File: src/rtl/serial_adder_pkg.sv
// Shared types for the bit-serial adder controller: FSM encoding and default operand width.
// Purely declarative; no latency or flow-control of its own.
package serial_adder_pkg;

    localparam int DEFAULT_WIDTH = 8;

    typedef enum logic [1:0] {
        ST_IDLE = 2'd0,
        ST_ADD  = 2'd1,
        ST_DONE = 2'd2
    } state_t;

endpackage

File: src/rtl/fa_cell.sv
// One-bit full adder shared by every bit position of the serial adder.
// Combinational, zero latency, no flow control.
module fa_cell (
    input  logic x,
    input  logic y,
    input  logic ci,
    output logic s,
    output logic co
);

    assign s  = x ^ y ^ ci;
    assign co = (x & y) | (ci & (x ^ y));

endmodule

File: src/rtl/serial_adder_ctrl.sv
// Bit-serial a+b+cin, LSB first, one bit per clock; out_valid rises WIDTH+1 edges after accept.
// Valid/ready on both sides: no new operands are taken until the result has been handed off.
module serial_adder_ctrl #(
    parameter int WIDTH = serial_adder_pkg::DEFAULT_WIDTH
) (
    input  logic             clk,
    input  logic             rst_n,
    input  logic             in_valid,
    output logic             in_ready,
    input  logic [WIDTH-1:0] a,
    input  logic [WIDTH-1:0] b,
    input  logic             cin,
    output logic             out_valid,
    input  logic             out_ready,
    output logic [WIDTH-1:0] sum,
    output logic             cout,
    output logic             busy
);

    import serial_adder_pkg::*;

    localparam int CNT_W = (WIDTH > 1) ? $clog2(WIDTH) : 1;

    state_t             state_q, state_d;
    logic               init_q;
    logic               vld_q;
    logic [WIDTH-1:0]   a_q, b_q, sum_q;
    logic               carry_q, cout_q;
    logic [CNT_W-1:0]   cnt_q;
    logic               accept, last_bit, handoff;
    logic               fa_s, fa_co;

    assign accept   = in_valid && in_ready;
    assign last_bit = (cnt_q == CNT_W'(WIDTH - 1));
    assign handoff  = (state_q == ST_DONE) && vld_q && out_ready;

    fa_cell u_fa (
        .x  (a_q[cnt_q]),
        .y  (b_q[cnt_q]),
        .ci (carry_q),
        .s  (fa_s),
        .co (fa_co)
    );

    always_ff @(posedge clk or negedge rst_n) begin
        if (!rst_n) begin
            state_q <= ST_IDLE;
        end else begin
            state_q <= state_d;
        end
    end

    always_comb begin
        state_d = state_q;
        case (state_q)
            ST_IDLE: if (accept)   state_d = ST_ADD;
            ST_ADD:  if (last_bit) state_d = ST_DONE;
            ST_DONE: if (handoff)  state_d = ST_IDLE;
            default:               state_d = ST_IDLE;
        endcase
    end

    // init_q holds in_ready low until the first edge after reset release.
    always_comb begin
        in_ready  = (state_q == ST_IDLE) && init_q;
        busy      = (state_q == ST_ADD);
        out_valid = vld_q;
    end

    always_ff @(posedge clk or negedge rst_n) begin
        if (!rst_n) begin
            init_q  <= 1'b0;
            vld_q   <= 1'b0;
            a_q     <= '0;
            b_q     <= '0;
            sum_q   <= '0;
            carry_q <= 1'b0;
            cout_q  <= 1'b0;
            cnt_q   <= '0;
        end else begin
            init_q <= 1'b1;
            // Result is presented one edge after entering DONE, giving WIDTH+1 edges of latency.
            vld_q  <= (state_q == ST_DONE) && (state_d == ST_DONE);
            if (accept) begin
                a_q     <= a;
                b_q     <= b;
                carry_q <= cin;
                sum_q   <= '0;
                cout_q  <= 1'b0;
                cnt_q   <= '0;
            end else if (state_q == ST_ADD) begin
                sum_q[cnt_q] <= fa_s;
                carry_q      <= fa_co;
                if (last_bit) begin
                    cout_q <= fa_co;
                    cnt_q  <= '0;
                end else begin
                    cnt_q <= cnt_q + CNT_W'(1);
                end
            end
        end
    end

    assign sum  = sum_q;
    assign cout = cout_q;

endmodule

File: config.mk
export PLATFORM = sky130hd
export DESIGN_NAME = serial_adder_ctrl
export DESIGN_NICKNAME = d
export VERILOG_FILES = /design/src/rtl/serial_adder_pkg.sv /design/src/rtl/fa_cell.sv /design/src/rtl/serial_adder_ctrl.sv
export SDC_FILE = /design/constraint.sdc
export NUM_CORES = 1
export LEC_CHECK = 0
export CORE_MARGIN = 4
export CORE_UTILIZATION = 51
export CTS_CLUSTER_DIAMETER = 200
export CTS_CLUSTER_SIZE = 30
export DETAILED_ROUTE_END_ITERATION = 7
export PLACE_DENSITY = 0.79
export SLEW_MARGIN = 20
export SYNTH_ARGS = -nofsm -noshare
export SYNTH_HDL_FRONTEND = slang
export SYNTH_SLANG_ARGS = --single-unit
File: constraint.sdc
create_clock -name clk -period 2.7 [get_ports clk]
set_input_delay 0.54 -clock clk [delete_from_list [all_inputs] [get_ports clk]]
set_output_delay 0.54 -clock clk [all_outputs]
set_load 0.02 [all_outputs]
==> flow_summary_export.csv, run 1 <==
group,metric,value,unit
outcome,status,"finished, final reports clean",
power_and_ir_drop,pwr_density_cell,1150,nW/um^2
synth,synth_most_common_cell,"dfrtp_1",
cts,cts_tree,"yes",
synth,synth_area_leaders,"dfrtp_1 50%, mux2_4 13%, mux2i_1 6.1%",
timing,grt_setup_unrepaired,"false",
detailed_routing,wl,3220,microns
detailed_routing,drtIter0Drc,37,
die,io_pins,33,
timing,fin_skew,10.4,ps
synth,ys.warnings.count,0,
die,dieArea,4210,sq um
synth,synth-xor-area-share,0,%
setup_path,path_class,"reg2out",
global_route,grt_pass1_vias,1209,
power_and_ir_drop,pwr-share-clk,12.2,%
cts,cts_hold_buf,0,
synth,syn_inst,138,
setup_path,worstSetupStartpoint,"state_q[1]",
placement,gp_congestion,0.876,
die,die_h,64.9,microns
synth,async_flop_share,100,%
setup_path,crit_path_start_kind,"flop",
synth,synth_flop_cell,"dfrtp_1",
power_and_ir_drop,power_switching,899,uW
min_path,min-delay-start,"out_valid",
timing,max_clock_freq,0.403,GHz
placement,hpwl,2270,microns
setup_path,crit_path_top_delay_cell,"clkdlybuf4s50_1",
detailed_routing,dr.pass1.iters,4,
power_and_ir_drop,power_report.internal_total,1410,uW
synth,synthMuxAreaShare,20.8,%
cts,cts-root-buf,"clkbuf_4",
die,num_rows,20,
setup_path,critPathArrivalTime,1940,ps
timing,finalHoldViolCount,0,
global_route,grt_first_pass_wirelength,5640,microns
timing,relSlewSlack,65.9,%
cts,post_cts_buffers,0,
timing,post-route-period-util,92.0,%
synth,synth_area_leader_cell,"dfrtp_1",
power_and_ir_drop,combPwrFrac,49.1,%
final_layout,fin_nets,194,
timing,drv_slew,0,
final_layout,antenna_cells,0,
synth,ys_seq_area_share,50.0,%
global_route,grtUsageTotal,17.5,%
detailed_routing,num_vias,1117,
final_layout,syn2layout_area_growth,21.8,%
die,initial_core_util,53.7,%
synth,synth-simple-area-share,11.6,%
min_path,hold_path.class,"reg2reg",
synth,avgSynthCellArea,12.0,sq um
detailed_routing,drc_errors,0,
timing,min_period,2480,ps
synth,synthAdderAreaFrac,2.73,%
synth,synth_edf_count,0,
cts,clk_latency,340,ps
flow_run,maxCapViolations,0,
die,coreArea,3080,sq um
setup_path,cp-end-kind,"primary output",
setup_path,required,2160,ps
setup_path,cpPeakStageDelay,630,ps
die,dieWidth,64.9,microns
power_and_ir_drop,sequentialPowerShare,38.8,%
synth,netlist_area,1650,sq um
detailed_routing,post_drt_wl_per_cell,15.0,microns
synth,ys_ff_latch,33,
timing,setup_viol,0,
detailed_routing,viasPerCell,5.22,
cts,cts.sinks,33,
cts,clkTransAtPathRegs,100,ps
synth,netlist.area_leader.share,50.0,%
placement,numPortBuffers,32,
cts,clockBufferDepth,2,
setup_path,rr_startpoint,"cnt_q[0]",
cts,numCtsBuffers,5,
detailed_routing,final_antenna_net_count,0,
synth,synth_top_family_by_area,"multiplexers",
timing,tns,0,ps
timing,tightest_slew,511,ps
synth,synth_common_cells,"33 x dfrtp_1, 14 x mux2_4, 11 x nand2_1",
cts,htreeDepth,2,
setup_path,worstPathCellList,"nand2b_1, inv_1, clkdlybuf4s50_1",
power_and_ir_drop,total_power,2310,uW
setup_path,crit_fanout,12,
global_route,grt_antenna_before_repair,0,
synth,syn-num-nets,162,
power_and_ir_drop,p_leak,0.000868,uW
cts,cts_resized,0,
synth,synth_compound_area_share,7.65,%
final_layout,drive_gt1_share,17.6,%
global_route,grt_max_degree,34,
power_and_ir_drop,ir_worst_vdd,0.652,mV
power_and_ir_drop,switching_share,39.0,%
synth,synth_cell_type_count,35,
global_route,grt_overflow,0,
cells in the final DEF, fill, tap and decap left out:
cell,n
or2_2,1
a41oi_1,1
buf_4,3
clkbuf_1,1
dfrtp_1,33
a21oi_1,8
nand2b_1,3
conb_1,1
fa_1,1
nor3_1,5
inv_2,1
mux2_4,14
and3b_1,1
ha_1,2
nor2_1,9
o21a_1,1
o21ai_0,4
a31oi_1,2
and2_1,1
o22ai_1,1
o21bai_1,1
o32ai_1,1
or3_1,2
nand2_1,11
clkdlybuf4s50_1,32
mux2i_1,10
o211ai_1,1
a211oi_1,1
nor4_1,1
inv_1,5
clkbuf_4,5
nor4_2,1
nand3b_1,1
mux2_2,3
nor3b_2,1
clkbuf_8,1
power by group through the flow:
stage | logic [uW] | clock network (uW) | registers [uW]
after floorplan | 839 | 0 | 879
after global placement | 1100 | 0 | 894
after detailed placement | 1130 | 0 | 904
after CTS | 1140 | 289 | 898
after global routing | 1270 | 317 | 928
final | 1130 | 281 | 893
final timing paths:
check | end | slack, ps | cells after the start
hold / removal | out_valid | 470 | 1
hold reg to reg | out_valid | 470 | 1
min in group asynchronous | cnt_q[1] | 600 | 2
max in group asynchronous | sum[1] | 1790 | 2
setup reg to reg | sum[7] | 300 | 7
setup / recovery | busy | 220 | 3
through the flow:
step | hold WS [ps] | area (sq um) | std cells | setup slack, ps | util [%]
CTS | 477 | 2010 | 214 | 216 | 65.4
global placement | 452 | 1960 | 207 | 495 | 63.6
detailed placement | 463 | 1960 | 207 | 329 | 63.6
global route | 496 | 2010 | 214 | 104 | 65.4
finish | 473 | 2010 | 214 | 216 | 65.4
floorplan | 244 | 1650 | 138 | 610 | -
registers in the layout, summed over array words and instances, names as in the netlist:
signal	cells
a_q	8
b_q	8
sum	8
cnt_q	3
state_q	2
carry_q	1
cout	1
init_q	1
out_valid	1
final cells by class:
cell class,instances,area [sq um]
repair buffers,35,343
fillers,255,1070
clock buffers,7,55.1
flip-flops and latches,33,826
inverters,6,22.5
multi-input cells,89,711
well taps,44,55.1
worst max-delay path, delay by kind of cell, from the launching register on:
family | cells | cell delay, ps
buffers and inverters | 2 | 850
DFF | 1 | 420
and+or+nand+nor | 1 | 340
per-layer routing:
layer  part of all wire (%)  vias to the layer above  wire length [microns]  GRT usage (%)
met5                      0                        -                      0              0
met4                    1.7                        0                     55           7.12
met3                    5.4                        6                    173           5.55
met2                     47                       29                   1510           27.1
met1                     46                      544                   1480           22.5
li1                       -                      538                      -              -
kinds of logic (layout without fill, tap and decap cells):
kind of cell	after synthesis	count (layout)
multiplexers	27	27
adder cells (fa/ha/maj)	3	3
AO/OA/AOI/OAI	21	21
flip-flops	33	33
other	1	1
AND/OR/NAND/NOR	37	37
buffers and inverters	16	48
(Power assumes the default switching activity.)
==> run 2: changes to the inputs <==
- PLACE_DENSITY: 0.79 -> 0.75
==> flow_summary_export.csv, run 2 (synthesized netlist as in run 1, its figures left out) <==
group,metric,value,unit
placement,hpwl,2190,microns
detailed_routing,dr.pass1.iters,4,
global_route,grt_overflow,0,
setup_path,cp-end-kind,"flop",
timing,min_period,2350,ps
global_route,grtUsageTotal,17.0,%
final_layout,drive_gt1_share,17.9,%
cts,cts.sinks,33,
setup_path,required,2950,ps
setup_path,rrSetupSlack,350,ps
setup_path,rr_startpoint,"cnt_q[2]",
cts,cts-root-buf,"clkbuf_4",
global_route,grt_pass1_vias,1175,
timing,finalHoldViolCount,0,
setup_path,path_class,"reg2reg",
timing,fin_skew,7.83,ps
min_path,hold_path.class,"reg2reg",
final_layout,final_cell_mix,"33 x dfrtp_1, 32 x clkdlybuf4s50_1, 14 x mux2_4, 11 x nand2_1, 10 x mux2i_1",
die,dieArea,4210,sq um
cts,numCtsBuffers,5,
setup_path,crit_path_top_delay_cell,"dfrtp_1",
final_layout,num-fill-cells,266,
power_and_ir_drop,power_report.internal_total,1410,uW
power_and_ir_drop,power_switching,894,uW
final_layout,final_common_cell,"dfrtp_1",
die,io_pins,33,
placement,gp_congestion,0.859,
power_and_ir_drop,p_leak,0.000873,uW
power_and_ir_drop,ir_worst_vdd,0.565,mV
detailed_routing,post_drt_wl_per_cell,14.6,microns
die,dieWidth,64.9,microns
setup_path,critPathArrivalTime,2600,ps
outcome,status,"finished, final reports clean",
final_layout,syn2layout_area_growth,22.3,%
die,num_rows,20,
setup_path,crit_fanout,12,
setup_path,worstPathCellList,"mux2i_1, o32ai_1, a41oi_1, o21a_1, fa_1, or3_1, a21oi_1",
placement,dp.cells,209,
power_and_ir_drop,pwr_density_cell,1140,nW/um^2
detailed_routing,wl,3170,microns
setup_path,timing.rr.end,"sum[7]",
cts,cts_resized,0,
cts,cts_hold_buf,0,
cts,clkTransAtPathRegs,100,ps
timing,drv_slew,0,
placement,numPortBuffers,32,
flow_run,maxCapViolations,0,
power_and_ir_drop,combPwrFrac,50.2,%
die,coreArea,3080,sq um
die,initial_core_util,53.7,%
global_route,grt_antenna_before_repair,0,
setup_path,cpPeakStageDelay,610,ps
detailed_routing,drtIter0Drc,34,
final_layout,antenna_cells,0,
die,die_h,64.9,microns
timing,tns,0,ps
final_layout,fin_nets,196,
power_and_ir_drop,pwr-share-clk,11.1,%
timing,grt_setup_unrepaired,"false",
detailed_routing,final_antenna_net_count,0,
global_route,grt_first_pass_wirelength,5380,microns
power_and_ir_drop,total_power,2300,uW
final_layout,stdcell_count,217,
cts,htreeDepth,2,
setup_path,crit_path_start_kind,"flop",
detailed_routing,num_vias,1108,
setup_path,crit_path_end,"sum[7]",
global_route,grt_max_degree,34,
setup_path,worstSetupStartpoint,"cnt_q[2]",
power_and_ir_drop,sequentialPowerShare,38.7,%
timing,setup_viol,0,
detailed_routing,drc_errors,0,
cts,clk_latency,330,ps
detailed_routing,viasPerCell,5.11,
setup_path,rr_worst_depth,7,
cts,clockBufferDepth,2,
timing,post-route-period-util,87.0,%
power_and_ir_drop,switching_share,38.9,%
cts,post_cts_buffers,0,
timing,max_clock_freq,0.426,GHz
cts,cts_tree,"yes",
[run 2: cell count changes in the layout (fill, tap and decap cells not counted)]
cell      before  now
clkbuf_8       1    0
clkbuf_1       1    3
buf_4          3    5
[run 2: per-layer routing]
layer | up-vias | global-route usage [%] | share of wire [%]
met5 | - | 0 | 0
met4 | 0 | 9.50 | 1.7
met3 | 7 | 5.03 | 6.0
met2 | 33 | 26.7 | 46
met1 | 527 | 20.7 | 47
li1 | 541 | - | -
[run 2: per-stage QoR]
stage / instance area (sq um) / worst slack (ps) / utilization (%) / hold WS, ps
floorplan: 1650 / 610 / - / 244
global placement: 1970 / 495 / 64.1 / 450
detailed placement: 1970 / 375 / 64.1 / 462
CTS: 2020 / 375 / 65.7 / 477
global route: 2020 / 204 / 65.7 / 496
finish: 2020 / 351 / 65.7 / 472
[run 2: cell type report]
class                           instances  area, sq um  share of cell area [%]
Timing Repair Buffer                   37          358                    17.7
Sequential cell                        33          826                    40.9
Tap cell                               44         55.1                    2.72
Inverter                                6         22.5                    1.11
Multi-Input combinational cell         89          711                    35.2
Clock buffer                            8         48.8                    2.41
[run 2: power by group through the flow]
stage | Combinational [uW] | Sequential (uW) | Clock [uW]
after detailed placement | 1160 | 898 | 0
final | 1150 | 891 | 256
after floorplan | 839 | 879 | 0
after global placement | 1120 | 892 | 0
after global routing | 1270 | 923 | 289
after CTS | 1170 | 892 | 267
[run 2: critical path, delay by kind of cell (launching register included)]
kind	cells	cell delay, ps
mux	1	240
simple gates	1	390
fa+ha+maj	1	460
compound gates	4	590
flops	1	610
[run 2: worst min-delay path by stage]
stage	cells after the start	endpoint	from
2_1_floorplan	0	a_q[0]	rst_n
3_3_place_gp	1	out_valid	out_valid
3_5_place_dp	1	out_valid	out_valid
4_1_cts	1	out_valid	out_valid
5_1_grt	1	out_valid	out_valid
6_report	1	out_valid	out_valid
==> run 3: changes to the inputs <==
- CORE_UTILIZATION: 51 -> 61
- DONT_BUFFER_PORTS: not set -> 1
- PLACE_DENSITY: 0.75 -> 0.73
==> flow_summary_export.csv, run 3 (synthesized netlist as in run 1, its figures left out) <==
group,metric,value,unit
power_and_ir_drop,pwr_density_cell,1260,nW/um^2
timing,finalHoldViolCount,0,
cts,clk_latency,350,ps
placement,dp_slack,276,ps
cts,clkTransAtPathRegs,110,ps
timing,max_clock_freq,0.410,GHz
die,dieWidth,60.0,microns
setup_path,cpPeakStageDelay,660,ps
setup_path,worstSetupStartpoint,"cnt_q[1]",
global_route,grt_pass1_vias,1011,
detailed_routing,wl,2910,microns
cts,htreeDepth,2,
timing,setup_viol,0,
final_layout,syn2layout_area_growth,1.89,%
final_layout,final_common_cell,"dfrtp_1",
final_layout,drive_gt1_share,22.3,%
power_and_ir_drop,ir_worst_vdd,0.746,mV
cts,numCtsBuffers,5,
setup_path,worstPathCellList,"mux2_2, nand2_1, o211ai_1, a21oi_1, fa_1, or3_1, a21oi_1",
detailed_routing,post_drt_wl_per_cell,17.2,microns
power_and_ir_drop,p_leak,0.000751,uW
detailed_routing,num_vias,981,
global_route,grt_max_degree,34,
timing,holdWs,4.67,ps
detailed_routing,final_antenna_net_count,0,
setup_path,required,2980,ps
timing,drv_slew,0,
final_layout,final_cell_mix,"33 x dfrtp_1, 14 x mux2_4, 11 x nand2_1, 10 x mux2i_1, 9 x nor2_1",
placement,hpwl,1970,microns
timing,post-route-period-util,90.4,%
die,dieArea,3600,sq um
global_route,grt_first_pass_wirelength,4740,microns
outcome,status,"finished, final reports clean",
setup_path,crit_path_top_delay_cell,"dfrtp_1",
cts,cts_tree,"yes",
die,initial_core_util,65.5,%
global_route,grtUsageTotal,18.8,%
min_path,hold_path.class,"in2async",
timing,setup_slack,260,ps
placement,numPortBuffers,0,
detailed_routing,drc_errors,0,
cts,cts-root-buf,"clkbuf_4",
detailed_routing,viasPerCell,5.80,
timing,grt_setup_unrepaired,"false",
die,coreArea,2520,sq um
setup_path,path_class,"reg2reg",
setup_path,cp-end-kind,"flop",
cts,clockBufferDepth,2,
cts,cts.sinks,33,
setup_path,crit_top_cell,"a21oi_1",
die,die_h,60.0,microns
detailed_routing,drtIter0Drc,48,
detailed_routing,dr.pass1.iters,4,
timing,min_period,2440,ps
placement,gp_congestion,0.834,
global_route,grt_antenna_before_repair,0,
setup_path,crit_path_start_kind,"flop",
die,num_rows,18,
flow_run,maxCapViolations,0,
final_layout,fin_nets,162,
global_route,grt_overflow,0,
timing,tns,0,ps
setup_path,crit_fanout,16,
setup_path,critPathArrivalTime,2720,ps
setup_path,rr_startpoint,"cnt_q[1]",
die,io_pins,33,
cts,post_cts_buffers,0,
timing,fin_skew,12.6,ps
final_layout,antenna_cells,0,
-- run 3: cell type report --
| class | count | area (sq um) |
|---|---|---|
| timing repair buffer | 3 | 35.0 |
| inverter | 6 | 22.5 |
| clock inverter | 2 | 10.0 |
| clock buffer | 6 | 41.3 |
| fill | 192 | 840 |
| multi-input combinational | 89 | 711 |
| sequential | 33 | 826 |
| tap | 30 | 37.5 |
-- run 3: per-layer routing --
| layer | track usage (%) | routed length, microns |
|---|---|---|
| met1 | 24.3 | 1300 |
| met2 | 26.1 | 1310 |
| met3 | 6.91 | 221 |
| met4 | 12.3 | 80 |
| met5 | 0 | 0 |
-- run 3: report_power, final --
part | internal [uW] | switching (uW)
combinational | 438 | 432
sequential | 711 | 271
clock | 99.0 | 170
total | 1250 | 873
-- run 3: path summary, 6_finish.rpt --
| path | end | cells after the start | slack, ps |
|---|---|---|---|
| max | sum[7] | 7 | 260 |
| min | sum[6] | 1 | 5 |
| max reg2reg | sum[7] | 7 | 260 |
| min reg2reg | b_q[5] | 1 | 520 |
| max in group asynchronous | b_q[0] | 1 | 2530 |
| min in group clk | out_valid | 1 | 280 |
-- run 3: what timing repair did --
item                                    in CTS  in global routing
endpoints found under the setup margin       0                  0
endpoints found under the hold margin       33                  0
hold buffers                                 1                  0
gates resized for setup                      0                  0
-- run 3: worst max-delay path, delay by kind of cell, from the launching register on --
family,cells,cell delay [ps]
and+or+nand+nor,2,460
DFF,1,660
adders and majority gates,1,470
AOI/OAI and AO/OA,3,400
muxes,1,390
-- run 3: stage by stage --
stage	instance area, sq um	util, %	cells	power (uW)
finish	1680	66.7	169	2120
global route	1680	66.7	169	2300
CTS	1680	66.7	169	2130
detailed placement	1610	63.9	160	1850
global placement	1610	63.9	160	1820
floorplan	1650	-	138	1720
